File: src/rtl/pusch_dmrs_pkg.sv
// Shared definitions for the PUSCH DMRS generator blocks.
//   - hopping mode codes carried on En_hopping
//   - Gold sequence constants (warm-up offset, window length)
//   - sequence generator FSM state encoding
//   - single-step update functions for the two Gold m-sequences
package pusch_dmrs_pkg;

  localparam logic [1:0] HOP_DIS = 2'd0;
  localparam logic [1:0] HOP_GH  = 2'd1;
  localparam logic [1:0] HOP_SH  = 2'd2;

  localparam int NC          = 1600;
  localparam int SEQ_LEN     = 31;
  localparam int N_SYMB_SLOT = 14;

  typedef enum logic [1:0] {
    ST_IDLE    = 2'd0,
    ST_WARMUP  = 2'd1,
    ST_COLLECT = 2'd2
  } state_e;

  // x1(n+31) = x1(n+3) + x1(n); bit 0 is the oldest element.
  function automatic logic [30:0] x1_step(input logic [30:0] x);
    return {x[3] ^ x[0], x[30:1]};
  endfunction

  // x2(n+31) = x2(n+3) + x2(n+2) + x2(n+1) + x2(n)
  function automatic logic [30:0] x2_step(input logic [30:0] x);
    return {x[3] ^ x[2] ^ x[1] ^ x[0], x[30:1]};
  endfunction

endpackage

File: src/rtl/div30_const.sv
// Combinational floor(id/30) for a 10-bit id.
//   id : input 0..1023
//   q  : floor(id/30), 0..34
// Reciprocal multiply by 1093/2^15. The reciprocal overshoots 1/30 by
// ~2.2e-5, i.e. at most 0.023 over the full input range, which is smaller
// than the 1/30 headroom left by the largest fractional part (29/30), so
// the truncated result is exact for every input.
module div30_const (
  input  logic [9:0] id,
  output logic [5:0] q
);

  assign q = 6'(({11'b0, id} * 21'd1093) >> 15);

endmodule

File: src/rtl/gold_seq_gen.sv
// Length-31 Gold sequence window generator for PUSCH DMRS hopping.
// Seeds x1/x2 from the hopping-mode c_init, runs the NC-step warm-up at
// WARM_P steps per clock, then collects c(0)..c(30) one bit per clock and
// publishes the whole window with a one-cycle done pulse.
//   clk             : clock, rising edge
//   rst_n           : asynchronous active-low reset
//   start           : request a run (honoured only in IDLE)
//   N_cell_ID       : cell/scrambling ID, sampled at the accepted start
//   En_hopping      : 1=group hopping, 2=sequence hopping, else disabled
//   pseudo_sequence : bit n = c(n); only updated on the done edge
//   busy            : high from accepted start until the done edge
//   done            : one-cycle pulse, pseudo_sequence valid from here
module gold_seq_gen
  import pusch_dmrs_pkg::*;
#(
  parameter int WARM_P  = 8,  // 1,2,4,8,16: must divide NC and stay below tap distance 28
  parameter int NC      = pusch_dmrs_pkg::NC,
  parameter int SEQ_LEN = pusch_dmrs_pkg::SEQ_LEN
) (
  input  logic                clk,
  input  logic                rst_n,
  input  logic                start,
  input  logic [9:0]          N_cell_ID,
  input  logic [1:0]          En_hopping,
  output logic [SEQ_LEN-1:0]  pseudo_sequence,
  output logic                busy,
  output logic                done
);

  localparam int W      = NC / WARM_P;
  localparam int CNT_MX = (W > SEQ_LEN) ? W : SEQ_LEN;
  localparam int CNT_W  = $clog2(CNT_MX + 1);
  localparam int IDX_W  = $clog2(SEQ_LEN);

  localparam logic [CNT_W-1:0] WARM_LAST = CNT_W'(W - 1);
  localparam logic [CNT_W-1:0] COL_LAST  = CNT_W'(SEQ_LEN - 1);

  state_e             state, state_nxt;
  logic [30:0]        x1, x2;
  logic [30:0]        x1_w, x2_w;
  logic [CNT_W-1:0]   cnt;
  logic [SEQ_LEN-1:0] collect, collect_nxt;
  logic [5:0]         id_div30;
  logic [9:0]         c_init;
  logic               hop_en;
  logic               c_bit;

  // control strobes from the output decode
  logic ld, dis, warm, col, fin;

  div30_const u_div30 (
    .id (N_cell_ID),
    .q  (id_div30)
  );

  assign hop_en = (En_hopping == HOP_GH) || (En_hopping == HOP_SH);
  assign c_init = (En_hopping == HOP_GH) ? {4'b0, id_div30} : N_cell_ID;
  assign c_bit  = x1[0] ^ x2[0];

  // WARM_P chained steps per warm-up clock; WARM_P < 28 keeps every new
  // bit a function of bits already in the register.
  always_comb begin
    x1_w = x1;
    x2_w = x2;
    for (int i = 0; i < WARM_P; i++) begin
      x1_w = x1_step(x1_w);
      x2_w = x2_step(x2_w);
    end
  end

  always_comb begin
    collect_nxt = collect;
    collect_nxt[cnt[IDX_W-1:0]] = c_bit;
  end

  // FSM: state register
  always_ff @(posedge clk or negedge rst_n) begin
    if (!rst_n) state <= ST_IDLE;
    else        state <= state_nxt;
  end

  // FSM: next state
  always_comb begin
    state_nxt = state;
    case (state)
      ST_IDLE:    if (start && hop_en)   state_nxt = ST_WARMUP;
      ST_WARMUP:  if (cnt == WARM_LAST)  state_nxt = ST_COLLECT;
      ST_COLLECT: if (cnt == COL_LAST)   state_nxt = ST_IDLE;
      default:                           state_nxt = ST_IDLE;
    endcase
  end

  // FSM: output decode
  always_comb begin
    ld   = 1'b0;
    dis  = 1'b0;
    warm = 1'b0;
    col  = 1'b0;
    fin  = 1'b0;
    case (state)
      ST_IDLE: begin
        ld  = start &&  hop_en;
        dis = start && !hop_en;
      end
      ST_WARMUP:  warm = 1'b1;
      ST_COLLECT: begin
        col = 1'b1;
        fin = (cnt == COL_LAST);
      end
      default: ;
    endcase
  end

  // datapath
  always_ff @(posedge clk or negedge rst_n) begin
    if (!rst_n) begin
      x1              <= '0;
      x2              <= '0;
      cnt             <= '0;
      collect         <= '0;
      pseudo_sequence <= '0;
      busy            <= 1'b0;
      done            <= 1'b0;
    end else begin
      done <= 1'b0;
      if (ld) begin
        x1   <= 31'h1;
        x2   <= {21'b0, c_init};
        cnt  <= '0;
        busy <= 1'b1;
      end else if (dis) begin
        pseudo_sequence <= '0;
        done            <= 1'b1;
      end else if (warm) begin
        x1  <= x1_w;
        x2  <= x2_w;
        cnt <= (cnt == WARM_LAST) ? '0 : cnt + 1'b1;
      end else if (col) begin
        collect <= collect_nxt;
        x1      <= x1_step(x1);
        x2      <= x2_step(x2);
        cnt     <= fin ? '0 : cnt + 1'b1;
        if (fin) begin
          pseudo_sequence <= collect_nxt;
          done            <= 1'b1;
          busy            <= 1'b0;
        end
      end
    end
  end

endmodule

File: config.mk
export PLATFORM = sky130hd
export DESIGN_NAME = gold_seq_gen
export DESIGN_NICKNAME = d
export VERILOG_FILES = /design/src/rtl/pusch_dmrs_pkg.sv /design/src/rtl/div30_const.sv /design/src/rtl/gold_seq_gen.sv
export SDC_FILE = /design/constraint.sdc
export NUM_CORES = 1
export LEC_CHECK = 0
export ABC_AREA = 0
export BUFFER_PORTS_ARGS = -buffer_cell sky130_fd_sc_hd__buf_2
export CAP_MARGIN = 5
export CORE_ASPECT_RATIO = 1.5
export CORE_MARGIN = 4
export CORE_UTILIZATION = 35
export CTS_CLUSTER_DIAMETER = 150
export CTS_CLUSTER_SIZE = 10
export DETAILED_ROUTE_END_ITERATION = 16
export SETUP_SLACK_MARGIN = 0.1
export SLEW_MARGIN = 0
export SYNTH_ARGS = -nofsm -noshare
export SYNTH_HDL_FRONTEND = slang
export SYNTH_SLANG_ARGS = --single-unit
export TNS_END_PERCENT = 10
File: constraint.sdc
create_clock -name clk -period 1.95 [get_ports clk]
set_input_delay 0.195 -clock clk [delete_from_list [all_inputs] [get_ports clk]]
set_output_delay 0.195 -clock clk [all_outputs]
set_load 0.01 [all_outputs]
==> results_dict.tcl <==
set metrics [dict create \
    status "finished with violations" \
    failed_checks "negative setup slack" \
    ant_nets 0 \
    initial_core_util_pct 35.9 \
    wl_met3_um 713 \
    critPathLaunchType "primary input" \
    fin_area_mm2 0.00921 \
    drv_slew 0 \
    max-cap-violations 0 \
    worst_pin_slew_ns 0.520 \
    die-area_mm2 0.0235 \
    netlist_instances 739 \
    ios 48 \
    overflow 0 \
    core_area_mm2 0.0206 \
    worst_hold_slack_ns 0.163 \
    remaining_drc_errors 0 \
    fin_util_pct 44.7 \
    routed-via-count 5916 \
    wl_met2_mm 9.98 \
    globalplace.congestion 0.802 \
    setup_viol 6 \
    ctsHtreeMaxLevel 4 \
    yosys_warnings 0 \
    syn-cell-area_mm2 0.00738 \
    finalCritPeriodShare_pct 137 \
    drt-initial-drc-count 632 \
    dr.pass1.iters 8 \
    layout-drive-gt1-share_pct 24.1 \
    num_antenna_cells 0 \
    dpl-instance-area_mm2 0.00838 \
    numClockSinks 135 \
    synth_edf_count 0 \
    ys.flop_type "dfrtp_1" \
    grt_pass1_vias 5957 \
    critPathKind "in -> reg" \
    viasPerCell 5.38 \
    cp_cell_sequence "buf_4, ha_4, fa_2, ha_1, inv_1, fa_1, inv_1, ha_4, a21o_1, a21oi_2, nor2_1, a311oi_2, xor2_1, o211ai_1" \
    grt_antenna_before_repair 1 \
    synth_area_per_cell_um2 9.99 \
    track_usage_pct 15.6 \
    synthToLayoutAreaGrowth_pct 24.8 \
    ys_seq_elements 135 \
    leakage_uw 0.00413 \
    core.rowCount 64 \
    cts_made_buffers 17 \
    slowest_stage "fa_2" \
    root_buffer "clkbuf_16" \
    crit_arrival_ns 2.93 \
    min_period_ns 2.66 \
    die_h_um 186 \
    hpwlAfterDp_mm 12.7 \
    hold_viol 0 \
    port_buffers 47 \
    die_w_um 127 \
    asyncSetResetFlopFracSynth_pct 100 \
    yosysTopAreaCell "dfrtp_1" \
    peakVddDrop_mv 0.526 \
    cts_tree "built" \
    fmax_mhz 376 \
    grt_max_degree 56 \
    endpoint_kind "flop" \
    cp_max_fo 4 \
    routed_wl_mm 18.0 \
    cp_slowest_stage_delay_ns 0.53 \
    synth_fp_nets 809 \
    rsz0062_at_grt "yes" \
    cts_buffer_depth 2 \
    cts.clk_slew.worst_paths_ns 0.06 \
    fin_skew_ns 0.0148 \
    fin_ws_ns -0.712 \
    p_per_area_mw_per_mm2 960 \
    synth_cell_types 57 \
    met1_length_mm 7.01 \
    routed.top_layer "met5" \
    nets 892 \
    worst-endpoint-required_ns 2.22 \
    grt_pass1_wl_mm 30.0 \
    synth.top_cell.area_share_pct 45.8 \
    slew_headroom_pct 65.3 \
    clk_latency_ns 0.42 \
    wl_per_cell_um 16.3 \
    min_path_type "in -> reg" \
    fin_tns_setup_ns -4.02 \
    yosys-top-cells-area "dfrtp_1 46%, ha_1 7.8%, a222oi_1 7.1%" \
    yosysSeqAreaShare_pct 45.8 \
]
[timing repair]
| item | in CTS | in global routing |
|---|---|---|
| resized for setup | 5 | 34 |
| hold endpoints to repair | 41 | 0 |
| buffers inserted | 1 | 1 |
| endpoints found under the setup margin | 8 | 45 |
| pin swaps | 4 | 15 |
| hold buffers | 1 | 0 |
[where the power goes]
group | total [µW] | switching (µW) | internal (µW)
logic | 2060 | 1060 | 995
clock network | 3220 | 1250 | 1970
registers | 3570 | 403 | 3160
total | 8840 | 2710 | 6130
[worst paths after layout]
kind	cells after the start	slack, ns	from	to
max in group asynchronous	3	1.03	rst_n	cnt[7]
worst max register to register	8	0.21	cnt[0]	pseudo_sequence[17]
worst max-delay path	14	-0.71	N_cell_ID[7]	x2[0]
worst min-delay path	4	0.16	N_cell_ID[7]	x2[7]
worst min register to register	2	0.48	collect[25]	collect[25]
min in group asynchronous	2	0.28	rst_n	pseudo_sequence[2]
[critical path: cells and delay by family]
kind,cells,cell delay [ns]
compound gates,4,0.71
xor+xnor,1,0.18
buf+inv,3,0.28
fa+ha+maj,5,1.50
simple gates,1,0.07
[through the flow]
stage                     setup WS, ns  total power, µW  instances
after floorplan                 -0.844             4850        739
after global placement           -1.11             5540       1064
after detailed placement         -1.17             5550       1064
after CTS                       -0.721             8850       1098
after global routing            -0.867             9330       1099
final                           -0.712             8840       1099
[sequential cells by signal, indices dropped and copies added (netlist names)]
name / flops
busy: 1
cnt: 8
collect: 30
done: 1
pseudo_sequence: 31
state: 2
x1: 31
x2: 31
[layout by cell type (no fill, tap or decap), types with 11 or more instances in the layout]
cell type / instances
dfrtp_1: 133
inv_1: 66
buf_4: 64
nor2_1: 59
a21oi_1: 55
a222oi_1: 52
nand2_1: 50
buf_2: 44
ha_1: 37
o21ai_0: 31
nand3_1: 17
xnor2_1: 17
clkbuf_16: 17
xor2_1: 16
a311oi_1: 12
mux2i_1: 11
[cells in the mapped netlist, types with 6 or more instances]
library cell / instances
dfrtp_1: 135
inv_1: 68
nor2_1: 59
a21oi_1: 58
a222oi_1: 52
nand2_1: 52
ha_1: 46
clkbuf_1: 32
o21ai_0: 31
a311oi_1: 20
xnor2_1: 18
buf_2: 17
nand3_1: 17
xor2_1: 17
mux2i_1: 11
a31oi_1: 9
and3_1: 9
fa_1: 9
a41oi_1: 8
a22oi_1: 7
o211ai_1: 6
[area by class of cell]
class	count	area [µm²]
fillers	1962	11400
clock inverters	12	141
clock buffers	20	457
repair buffers	120	887
inverters	68	255
multi-input cells	480	3760
well taps	264	330
flip-flops and latches	135	3380
[logic make-up after synthesis]
group,count (synthesis),share of synthesized area [%]
flops,135,45.8
buf+inv,124,6.90
fa+ha+maj,55,10.2
compound gates,214,21.1
simple gates,164,10.2
xor+xnor,35,4.15
mux,12,1.64
[metal layers]
layer,GRT usage (%),vias to the layer above
met5,0,-
met4,4.85,2
met3,2.58,14
met2,29.7,142
met1,17.8,2895
li1,-,2863
Note: power is estimated with default switching activity, not from simulation.
